## config.mk

```make
export PLATFORM = sky130hd
export DESIGN_NAME = mcpu_memctl
export DESIGN_NICKNAME = d
export VERILOG_FILES = /design/src/rtl/mcpu_pkg.sv /design/src/rtl/mcpu_halt_detect.sv /design/src/rtl/mcpu_memctl.sv
export SDC_FILE = /design/constraint.sdc
export NUM_CORES = 1
export LEC_CHECK = 0
export ABC_CLOCK_PERIOD_IN_PS = 2600
export BUFFER_PORTS_ARGS = -buffer_cell sky130_fd_sc_hd__buf_2
export CAP_MARGIN = 10
export CORE_UTILIZATION = 59
export CTS_CLUSTER_DIAMETER = 120
export DETAILED_ROUTE_END_ITERATION = 10
export HOLD_SLACK_MARGIN = 0.12
export PLACE_DENSITY = 0.78
export SKIP_CTS_REPAIR_TIMING = 1
export SYNTH_ARGS = -nofsm -noshare
export SYNTH_HDL_FRONTEND = slang
export SYNTH_SLANG_ARGS = --single-unit
```

## constraint.sdc

```tcl
create_clock -name clk -period 2.6 [get_ports clk]
set_input_delay 0.52 -clock clk [delete_from_list [all_inputs] [get_ports clk]]
set_output_delay 0.52 -clock clk [all_outputs]
set_load 0.03 [all_outputs]
```

## src/rtl/mcpu_pkg.sv

```systemverilog
// Shared widths, FSM encoding and status codes for the MCPU run controller.
package mcpu_pkg;

    localparam int ADDR_W    = 4;
    localparam int DATA_W    = 6;
    localparam int MEM_DEPTH = 1 << ADDR_W;

    localparam logic [1:0] LOAD = 2'd0;
    localparam logic [1:0] RUN  = 2'd1;
    localparam logic [1:0] HALT = 2'd2;

    localparam logic [1:0] ST_LOAD    = 2'b00;
    localparam logic [1:0] ST_RUN     = 2'b01;
    localparam logic [1:0] ST_HALT    = 2'b10;
    localparam logic [1:0] ST_TIMEOUT = 2'b11;

endpackage

```

## src/rtl/mcpu_halt_detect.sv

```systemverilog
// Flags a halted core: the fetch address has stayed unchanged for HALT_CYCLES cycles.
module mcpu_halt_detect
    import mcpu_pkg::*;
#(
    parameter int HALT_CYCLES = 4
) (
    input  logic              clk,
    input  logic              rst,
    input  logic              en,
    input  logic              clr,
    input  logic [ADDR_W-1:0] addr,
    output logic              fire
);

    localparam int CNT_W = (HALT_CYCLES > 2) ? $clog2(HALT_CYCLES) : 1;
    localparam logic [CNT_W-1:0] FIRE_CNT = CNT_W'(HALT_CYCLES - 1);

    logic [ADDR_W-1:0] last_addr;
    logic [CNT_W-1:0]  same_cnt;
    logic              same;

    assign same = (addr == last_addr);
    assign fire = en && same && (same_cnt == FIRE_CNT);

    always_ff @(posedge clk or negedge rst) begin
        if (!rst) begin
            last_addr <= '0;
            same_cnt  <= '0;
        end else if (clr || !en) begin
            last_addr <= '0;
            same_cnt  <= '0;
        end else begin
            last_addr <= addr;
            if (!same)
                same_cnt <= '0;
            else if (same_cnt != '1)
                same_cnt <= same_cnt + 1'b1;
        end
    end

endmodule

```

## src/rtl/mcpu_memctl.sv

```systemverilog
// MCPU run controller: shared 16x6 memory, host load/readback port, core sequencing,
// halt/timeout detection and run-cycle counting.
module mcpu_memctl
    import mcpu_pkg::*;
#(
    parameter int HALT_CYCLES = 4,
    parameter int CYC_W       = 12,
    parameter int TIMEOUT     = 0
) (
    input  logic              clk,
    input  logic              rst,
    input  logic              start,
    input  logic              stop,
    output logic              cpu_rst,
    input  logic [ADDR_W-1:0] cpu_addr,
    input  logic [DATA_W-1:0] cpu_wdata,
    input  logic              cpu_we,
    output logic [DATA_W-1:0] cpu_rdata,
    input  logic              host_valid,
    output logic              host_ready,
    input  logic              host_wr,
    input  logic [ADDR_W-1:0] host_addr,
    input  logic [DATA_W-1:0] host_wdata,
    output logic              host_rsp_valid,
    output logic [DATA_W-1:0] host_rdata,
    output logic [1:0]        status,
    output logic [CYC_W-1:0]  cyc_count
);

    localparam bit TO_EN = (TIMEOUT != 0);
    localparam logic [CYC_W-1:0] TO_LAST = CYC_W'((TIMEOUT > 0) ? TIMEOUT - 1 : 0);

    logic [1:0]        state, state_nxt;
    logic              timed_out;
    logic              running, halt_fire, to_fire;
    logic              core_wr, host_acc;
    logic [DATA_W-1:0] mem [MEM_DEPTH];

    assign running = (state == RUN);
    assign to_fire = TO_EN && running && (cyc_count == TO_LAST);

    mcpu_halt_detect #(.HALT_CYCLES(HALT_CYCLES)) u_halt (
        .clk  (clk),
        .rst  (rst),
        .en   (running),
        .clr  (!running),
        .addr (cpu_addr),
        .fire (halt_fire)
    );

    // stop outranks start in every state
    always_comb begin
        state_nxt = state;
        case (state)
            LOAD:    if (!stop && start) state_nxt = RUN;
            RUN:     if (stop) state_nxt = LOAD;
                     else if (halt_fire || to_fire) state_nxt = HALT;
            HALT:    if (stop) state_nxt = LOAD;
                     else if (start) state_nxt = RUN;
            default: state_nxt = LOAD;
        endcase
    end

    always_ff @(posedge clk or negedge rst) begin
        if (!rst) begin
            state     <= LOAD;
            cpu_rst   <= 1'b0;
            timed_out <= 1'b0;
            cyc_count <= '0;
        end else begin
            state   <= state_nxt;
            cpu_rst <= (state_nxt == RUN);
            if (running && state_nxt == HALT)
                timed_out <= !halt_fire;
            // counter freezes on the edge that leaves RUN so it reports the last RUN cycle
            if (state_nxt == RUN) begin
                if (!running)
                    cyc_count <= '0;
                else if (cyc_count != '1)
                    cyc_count <= cyc_count + 1'b1;
            end
        end
    end

    always_comb begin
        case (state)
            RUN:     status = ST_RUN;
            HALT:    status = timed_out ? ST_TIMEOUT : ST_HALT;
            default: status = ST_LOAD;
        endcase
    end

    // the core owns any cycle in which it writes, so host writes wait for cpu_we high
    assign host_ready = !running || !host_wr || cpu_we;
    assign host_acc   = host_valid && host_ready;
    assign core_wr    = running && !cpu_we;
    assign cpu_rdata  = mem[cpu_addr];

    always_ff @(posedge clk or negedge rst) begin
        if (!rst) begin
            for (int i = 0; i < MEM_DEPTH; i++)
                mem[i] <= '0;
        end else if (core_wr) begin
            mem[cpu_addr] <= cpu_wdata;
        end else if (host_acc && host_wr) begin
            mem[host_addr] <= host_wdata;
        end
    end

    always_ff @(posedge clk or negedge rst) begin
        if (!rst) begin
            host_rsp_valid <= 1'b0;
            host_rdata     <= '0;
        end else begin
            host_rsp_valid <= host_acc;
            if (host_acc)
                host_rdata <= mem[host_addr];
        end
    end

endmodule

```

==> results of run 1 <==
-- cell usage in the layout (no fill, tap or decap), types with 6 or more instances in the layout --
cell	netlist	final
a21oi_1	6	6
a22oi_1	7	7
buf_12	0	6
buf_2	14	52
buf_4	3	50
clkbuf_16	0	19
dfrtp_1	125	124
ha_1	6	6
mux2_2	6	6
mux4_2	60	60
nand2_1	140	140
nand3_1	19	19
nor2_1	14	14
nor2b_1	11	11
o21ai_0	72	72
o21ai_1	32	32
o22a_1	105	105
o31ai_1	8	8
-- logic make-up after synthesis --
kind of cell | Yosys count
compound gates | 243
xor+xnor | 5
flops | 125
mux | 67
simple gates | 211
fa+ha+maj | 6
buf+inv | 61
-- power breakdown --
part | leakage (nW) | total (W) | internal [W] | switching, W
registers | 1.73 | 0.00231 | 0.00211 | 0.000194
logic | 1.64 | 0.00148 | 0.000536 | 0.000946
clock network | 0.255 | 0.00216 | 0.00132 | 0.000843
total | 3.62 | 0.00595 | 0.00396 | 0.00198
-- final timing paths --
path,start,to,cells after the start
worst max-delay path,mem[85],cpu_rdata[1],3
worst min-delay path,host_wdata[2],mem[8],3
worst max register to register,state[0],cyc_count[9],9
worst min register to register,host_rdata[1],host_rdata[1],1
max in group asynchronous,rst,mem[29],3
min in group asynchronous,rst,cyc_count[3],2
-- worst max-delay path, stage by stage, from the launching register on --
cell,delay [ns]
dfrtp_1,0.45
mux4_2,0.48
mux4_2,0.51
buf_2,0.20
-- state kept, by name, summed over array words and instances (netlist names) --
register          cells
mem                  96
cyc_count            12
host_rdata            6
u_halt.last_addr      4
state                 2
u_halt.same_cnt       2
cpu_rst               1
host_rsp_valid        1
timed_out             1
-- final cells by class --
class	instances	area [um2]
clock buffer	22	454
clock inverter	8	70.1
multi-input combinational	532	4150
sequential	125	3130
tap	168	210
inverter	5	18.8
timing repair buffer	112	827
fill	882	3350
-- per-layer routing --
metal | up-vias | share of wire [%] | track usage [%]
met4 | 0 | 6.1 | 24.4
met2 | 478 | 46 | 61.0
met3 | 97 | 11 | 8.80
met5 | - | 0 | 0
li1 | 2878 | - | -
met1 | 3369 | 36 | 51.7
-- through the flow --
stage	power [W]	setup WS (ns)	cell area, um2	TNS [ns]
detailed placement	0.00374	-0.0319	8270	-0.0374
global placement	0.00369	-0.00681	8270	-0.00877
finish	0.00595	0.0168	8860	0
CTS	0.00589	-0.0372	8790	-0.0625
global route	0.00614	-0.00728	8860	-0.00728
floorplan	0.00317	0.0441	7540	0
==> results.sh, run 1 <==
export IMPL_fmax_mhz=387
export IMPL_start_util_pct=61.7
export IMPL_hold_class="primary input to flip-flop"
export IMPL_synth_compound_area_share_pct=22.2
export IMPL_crit_fanout=3
export IMPL_powerDensity_nw_per_um2=671
export IMPL_yosys_area_top_type="dfrtp_1"
export IMPL_insertion_delay_ns=0.43
export IMPL_status="finished, final reports clean"
export IMPL_synth_edf_count=0
export IMPL_cts_tree="done"
export IMPL_synthMuxAreaShare_pct=19.0
export IMPL_die_h_um=115
export IMPL_yosys_top_cells_area="dfrtp_1 (42%), mux4_2 (18%), o22a_1 (12%), nand2_1 (7.0%), o21ai_0 (4.8%)"
export IMPL_yosysSeqAreaShare_pct=41.5
export IMPL_synth_cell_type_count=37
export IMPL_arrival_ns=2.06
export IMPL_tightest_slew_ns=0.703
export IMPL_syn_area_per_cell_um2=10.5
export IMPL_ir_worst_vdd_mv=0.560
export IMPL_post_synth_top_count_cell="nand2_1"
export IMPL_dieArea_um2=13200
export IMPL_cp_required_ns=2.08
export IMPL_ys_flop_type="dfrtp_1"
export IMPL_synth_seq_cells=125
export IMPL_synth_simple_area_share_pct=12.3
export IMPL_synth_common_cells="nand2_1 (140), dfrtp_1 (125), o22a_1 (105), o21ai_0 (72), mux4_2 (60)"
export IMPL_wirelength_um=24600
export IMPL_relSlewSlack_pct=53.1
export IMPL_synthesis_nets=751
export IMPL_setup_worst_path_start_class="flip-flop"
export IMPL_cts_buffers=17
export IMPL_timing_final_crit_period_ns=2.58
export IMPL_end_kind="primary output"
export IMPL_cts_sinks=125
export IMPL_cts_htree_levels=4
export IMPL_synthAdderAreaFrac_pct=0.996
export IMPL_crit_type="flip-flop to primary output"
export IMPL_grt_pass1_wl_um=38200
export IMPL_area_delta_synth_final_pct=17.6
export IMPL_globalRoute_totalOverflow=0
export IMPL_grt_max_degree=66
export IMPL_track_usage_pct=39.6
export IMPL_p_leak_nw=3.62
export IMPL_grt_pass1_vias=6664
export IMPL_hold_viol_final=0
export IMPL_ys_warn_count=0
export IMPL_nets=826
export IMPL_ant_nets=0
export IMPL_rows=40
export IMPL_fin_cells=972
export IMPL_setup_viol=0
export IMPL_fin_util_pct=72.6
export IMPL_drt_iter0_drc=957
export IMPL_core_um2=12200
export IMPL_portBuffers=55
export IMPL_drt_pass1_iterations=5
export IMPL_clk_pin_slew_worst_paths_ns=0.05
export IMPL_drc=0
export IMPL_netlist_area_leader_share_pct=41.5
export IMPL_slew_violations=0
export IMPL_place_hpwl_um=16900
export IMPL_via_per_inst=7.02
export IMPL_die_x_um=115
export IMPL_maxCapViolations=0
export IMPL_syn_area_um2=7540
export IMPL_fin_crit_sh_pct=99.4
export IMPL_fin_hold_ws_ns=0.415
export IMPL_synth_top_family_by_area="compound AO/OA/AOI/OAI gates"
export IMPL_ctsRootBufferMaster="clkbuf_16"
export IMPL_clock_path_buffers=2
export IMPL_grt_antenna_before_repair=0
export IMPL_pin_count=56
export IMPL_r2r_slack_ns=0.23
export IMPL_synthArstFlopShare_pct=100
export IMPL_wl_per_cell_um=25.3
export IMPL_drive_above_1_share_pct=25.7
export IMPL_diodes=0
export IMPL_num_vias=6822
export IMPL_place_gp_congestion=1.02
export IMPL_dp_cells=939
export IMPL_fin_worst_skew_ns=0.00938
export IMPL_synth_xor_area_share_pct=0.581
export IMPL_synthesis_instances=718
No activity file was read; power rests on OpenSTA's default activity.
==> run 2, diff against run 1 <==
--- a/config.mk
+++ b/config.mk
@@ -11,6 +11,7 @@
 export CORE_UTILIZATION = 59
 export CTS_CLUSTER_DIAMETER = 120
 export DETAILED_ROUTE_END_ITERATION = 10
+export GPL_TIMING_DRIVEN = 0
 export HOLD_SLACK_MARGIN = 0.12
 export PLACE_DENSITY = 0.78
 export SKIP_CTS_REPAIR_TIMING = 1
==> results.sh, run 2 (synthesis gave the netlist of run 1 again) <==
export IMPL_ant_nets=0
export IMPL_clk_pin_slew_worst_paths_ns=0.06
export IMPL_p_leak_nw=3.63
export IMPL_start_util_pct=61.7
export IMPL_hold_class="primary input to flip-flop"
export IMPL_slowest_delay_ns=0.55
export IMPL_die_h_um=115
export IMPL_grt_antenna_before_repair=1
export IMPL_globalRoute_totalOverflow=0
export IMPL_cts_htree_levels=4
export IMPL_drt_iter0_drc=932
export IMPL_place_hpwl_um=17600
export IMPL_ir_worst_vdd_mv=0.634
export IMPL_fmax_mhz=381
export IMPL_largest_register="mem"
export IMPL_fin_area_um2=8960
export IMPL_drt_pass1_iterations=5
export IMPL_maxCapViolations=0
export IMPL_die_x_um=115
export IMPL_violations="setup timing"
export IMPL_crit_fanout=3
export IMPL_largest_register_ffs=96
export IMPL_core_um2=12200
export IMPL_status="finished with violations"
export IMPL_fin_cells=982
export IMPL_wl_per_cell_um=26.1
export IMPL_postPlaceCellArea_um2=8050
export IMPL_setup_worst_path_start_class="flip-flop"
export IMPL_rows=40
export IMPL_grt_pass1_wl_um=39100
export IMPL_path_common_cell="mux4_2"
export IMPL_postLayoutSetupSlackWorst_ns=-0.0222
export IMPL_nets=834
export IMPL_clock_path_buffers=2
export IMPL_crit_type="flip-flop to primary output"
export IMPL_num_vias=7001
export IMPL_rsz0062_at_grt="yes"
export IMPL_pin_count=56
export IMPL_worst_path_buf_inv=1
export IMPL_area_delta_synth_final_pct=18.8
export IMPL_portBuffers=53
export IMPL_fin_worst_skew_ns=0.00826
export IMPL_cts_sinks=125
export IMPL_dp_cells=940
export IMPL_timing_final_crit_period_ns=2.62
export IMPL_hold_viol_final=0
export IMPL_mostFrequentLayoutCells="nand2_1 (140), dfrtp_1 (124), o22a_1 (105), o21ai_0 (72), mux4_2 (60)"
export IMPL_final_common_cell="nand2_1"
export IMPL_tightest_slew_ns=0.730
export IMPL_powerDensity_nw_per_um2=725
export IMPL_track_usage_pct=41.3
export IMPL_cp_top_family="multiplexers"
export IMPL_dieArea_um2=13200
export IMPL_ctsRootBufferMaster="clkbuf_16"
export IMPL_relSlewSlack_pct=51.3
export IMPL_crit_chain="mux4_2 -> mux4_2 -> buf_6"
export IMPL_place_gp_congestion=1.05
export IMPL_insertion_delay_ns=0.44
export IMPL_drc=0
export IMPL_end_kind="primary output"
export IMPL_wirelength_um=25600
export IMPL_critPathSlowestCell="mux4_2"
export IMPL_diodes=0
export IMPL_drive_above_1_share_pct=24.7
export IMPL_arrival_ns=2.10
export IMPL_fin_crit_sh_pct=101
export IMPL_via_per_inst=7.13
export IMPL_grt_pass1_vias=6788
export IMPL_cp_required_ns=2.08
export IMPL_grt_max_degree=88
export IMPL_reg_top3="mem (96), cyc_count (12), host_rdata (6)"
export IMPL_cts_buffers=17
export IMPL_slew_violations=0
export IMPL_setup_viol=3
export IMPL_cts_tree="done"
[run 2: cell types whose count changed in the layout (fill, tap and decap cells not counted), moves of 3 or more]
| cell | change |
|---|---|
| buf_4 | -40 |
| buf_1 | +4 |
| clkbuf_4 | +3 |
| clkbuf_1 | +17 |
| buf_2 | +5 |
| buf_12 | -3 |
| bufinv_16 | +4 |
| clkbuf_2 | +13 |
| buf_6 | +3 |
[run 2: tightest hold or removal path: stages]
cell and delay, ns:
buf_2 0.10, a22oi_1 0.07, o21ai_1 0.11
[run 2: power by group]
part | internal [W] | switching [W] | total, W
Combinational | 0.000505 | 0.00105 | 0.00155
Clock | 0.00177 | 0.000905 | 0.00268
Sequential | 0.00211 | 0.000159 | 0.00227
Total | 0.00439 | 0.00211 | 0.00650
[run 2: path summary, 6_finish.rpt]
kind | startpoint | to | slack (ns) | depth (start not counted)
min reg2reg | mem[68] | mem[68] | 0.51 | 2
max reg2reg | state[1] | mem[3] | 0.04 | 8
max | mem[7] | cpu_rdata[1] | -0.02 | 3
min in group asynchronous | rst | cyc_count[1] | 0.56 | 2
min | host_wdata[2] | mem[8] | 0.40 | 3
max in group asynchronous | rst | mem[29] | 1.26 | 3
[run 2: layout make-up]
class	count	area, um2
multi-input combinational	532	4180
fill	907	3260
sequential	125	3130
clock buffer	21	470
timing repair buffer	64	424
buffer	56	337
tap	168	210
clock inverter	11	188
inverter	5	18.8
[run 2: per-layer routing]
metal / routed length [um] / GRT usage (%) / vias to the layer above
li1: - / - / 2916
met1: 9040 / 52.4 / 3365
met2: 11600 / 62.4 / 582
met3: 3520 / 12.9 / 136
met4: 1440 / 25.7 / 2
met5: 13 / 0 / -
[run 2: stage by stage]
step	power, W	hold slack, ns	util, %	setup WS (ns)	TNS [ns]
after floorplan	0.00317	0.224	-	0.0441	0
final	0.00650	0.400	73.3	-0.0222	-0.0332
after global placement	0.00364	0.475	65.6	-0.563	-71.62
after detailed placement	0.00370	0.445	65.9	-0.308	-7.69
after global routing	0.00669	0.423	73.3	-0.0671	-0.373
after CTS	0.00635	-0.000622	71.3	-0.322	-9.67
==> run 3, diff against run 2 <==
--- a/config.mk
+++ b/config.mk
@@ -8,12 +8,14 @@
 export ABC_CLOCK_PERIOD_IN_PS = 2600
 export BUFFER_PORTS_ARGS = -buffer_cell sky130_fd_sc_hd__buf_2
 export CAP_MARGIN = 10
-export CORE_UTILIZATION = 59
+export CELL_PAD_IN_SITES_DETAIL_PLACEMENT = 1
+export CELL_PAD_IN_SITES_GLOBAL_PLACEMENT = 2
+export CORE_UTILIZATION = 40
 export CTS_CLUSTER_DIAMETER = 120
 export DETAILED_ROUTE_END_ITERATION = 10
 export GPL_TIMING_DRIVEN = 0
 export HOLD_SLACK_MARGIN = 0.12
-export PLACE_DENSITY = 0.78
+export PLACE_DENSITY_LB_ADDON = 0.1
 export SKIP_CTS_REPAIR_TIMING = 1
 export SYNTH_ARGS = -nofsm -noshare
 export SYNTH_HDL_FRONTEND = slang
==> results.sh, run 3 (synthesis gave the netlist of run 1 again) <==
export IMPL_grt_max_degree=82
export IMPL_cts_htree_levels=4
export IMPL_hold_class="primary input to flip-flop"
export IMPL_insertion_delay_ns=0.42
export IMPL_grt_pass1_wl_um=43000
export IMPL_hold_viol_final=0
export IMPL_rows=49
export IMPL_diodes=0
export IMPL_worst_path_buf_inv=1
export IMPL_cts_tree="done"
export IMPL_dp_cells=1001
export IMPL_r2r_end="mem[67]"
export IMPL_num_vias=6712
export IMPL_clk_pin_slew_worst_paths_ns=0.06
export IMPL_portBuffers=53
export IMPL_drt_pass1_iterations=5
export IMPL_crit_chain="mux4_2 -> mux4_2 -> buf_4"
export IMPL_slew_violations=0
export IMPL_rsz0062_at_grt="yes"
export IMPL_fin_worst_skew_ns=0.00828
export IMPL_powerDensity_nw_per_um2=714
export IMPL_setup_worst_path_start_class="flip-flop"
export IMPL_ir_worst_vdd_mv=0.393
export IMPL_crit_type="flip-flop to primary output"
export IMPL_cp_required_ns=2.08
export IMPL_drc=0
export IMPL_cts_sinks=125
export IMPL_cp_top_family="multiplexers"
export IMPL_via_per_inst=6.44
export IMPL_place_gp_congestion=0.924
export IMPL_grt_antenna_before_repair=1
export IMPL_hold_path_startpoint="host_wdata[4]"
export IMPL_p_leak_nw=3.64
export IMPL_path_common_cell="mux4_2"
export IMPL_fmax_mhz=387
export IMPL_nets=833
export IMPL_r2r_slack_ns=0.13
export IMPL_place_hpwl_um=20200
export IMPL_arrival_ns=2.06
export IMPL_fin_crit_sh_pct=99.4
export IMPL_wl_per_cell_um=27.4
export IMPL_dieArea_um2=19400
export IMPL_p_total_w=0.00647
export IMPL_drive_above_1_share_pct=25.2
export IMPL_ant_nets=0
export IMPL_setup_viol=0
export IMPL_fin_cells=1042
export IMPL_maxCapViolations=0
export IMPL_fin_setup_tns_ns=0
export IMPL_grt_pass1_vias=6905
export IMPL_largest_register_ffs=96
export IMPL_cts_buffers=17
export IMPL_globalRoute_totalOverflow=0
export IMPL_pin_count=56
export IMPL_die_h_um=139
export IMPL_worst_hold_path_endpoint="mem[10]"
export IMPL_start_util_pct=41.4
export IMPL_status="finished, final reports clean"
export IMPL_clock_path_buffers=2
export IMPL_core_um2=18200
export IMPL_track_usage_pct=30.2
export IMPL_final_common_cell="nand2_1"
export IMPL_relSlewSlack_pct=40.5
export IMPL_crit_fanout=3
export IMPL_r2r_cells=8
export IMPL_reg_top3="mem (96), cyc_count (12), host_rdata (6)"
export IMPL_drt_iter0_drc=569
export IMPL_die_x_um=139
export IMPL_slowest_delay_ns=0.53
export IMPL_hold_depth=3
export IMPL_ctsRootBufferMaster="clkbuf_16"
export IMPL_mostFrequentLayoutCells="nand2_1 (140), dfrtp_1 (125), o22a_1 (105), o21ai_0 (72), buf_2 (61)"
export IMPL_r2r_start="state[1]"
export IMPL_wirelength_um=28600
export IMPL_tightest_slew_ns=0.893
export IMPL_area_delta_synth_final_pct=20.2
export IMPL_timing_final_crit_period_ns=2.58
export IMPL_largest_register="mem"
export IMPL_critPathSlowestCell="mux4_2"
export IMPL_end_kind="primary output"
## run 3: changes by cell type in the layout (fill, tap and decap cells not counted), moves of 2 or more
cell / change
inv_6: +2
buf_6: +2
buf_1: -2
o31ai_2: -2
buf_12: +2
o31ai_1: +2
clkinv_2: -3
buf_2: +4
clkbuf_1: -5
clkinv_4: +2
## run 3: worst register-to-register path: cells and delay by family (launching register included)
kind / cells / cell delay [ns]
flops: 1 / 0.39
compound gates: 2 / 0.50
buf+inv: 3 / 0.67
simple gates: 2 / 0.57
fa+ha+maj: 1 / 0.24
## run 3: cell type report
class / instances / area (um2)
plain buffers: 55 / 347
clock buffers: 20 / 457
clock inverters: 12 / 185
fillers: 2000 / 9150
inverters: 5 / 18.8
multi-input cells: 532 / 4180
flip-flops and latches: 125 / 3130
well taps: 229 / 287
repair buffers: 64 / 458
## run 3: per-stage QoR
| step | hold slack, ns | cell area (um2) | util (%) | setup WS (ns) |
|---|---|---|---|---|
| 4_1_cts | 0.0191 | 8770 | 48.1 | -0.453 |
| 2_1_floorplan | 0.224 | 7540 | - | 0.0441 |
| 6_report | 0.414 | 9060 | 49.7 | 0.0150 |
| 3_5_place_dp | 0.478 | 8120 | 44.6 | -0.436 |
| 5_1_grt | 0.415 | 9060 | 49.7 | -0.0132 |
| 3_3_place_gp | 0.478 | 8090 | 44.4 | -0.745 |
## run 3: worst max path at each step
stage / from / end / slack [ns] / cells past startpoint
after floorplan: cpu_addr[0] / cpu_rdata[5] / 0.04 / 4
after global placement: rst / mem[46] / -0.75 / 1
after detailed placement: state[1] / mem[95] / -0.44 / 8
after CTS: state[1] / mem[95] / -0.45 / 8
after global routing: state[1] / mem[30] / -0.01 / 7
final: mem[53] / cpu_rdata[5] / 0.02 / 3
## run 3: layer usage
layer / up-vias / global-route usage, % / wire, um / part of all wire, %
met5: - / 0 / 13 / 0.045
li1: 2904 / - / - / -
met2: 282 / 48.2 / 13300 / 47
met3: 67 / 8.19 / 2210 / 7.7
met4: 2 / 10.9 / 1080 / 3.8
met1: 3457 / 39.6 / 12000 / 42
## run 3: report_power, final
group,switching [W],internal (W),total (W)
logic,0.00107,0.000513,0.00158
clock network,0.000956,0.00166,0.00262
registers,0.000155,0.00211,0.00226
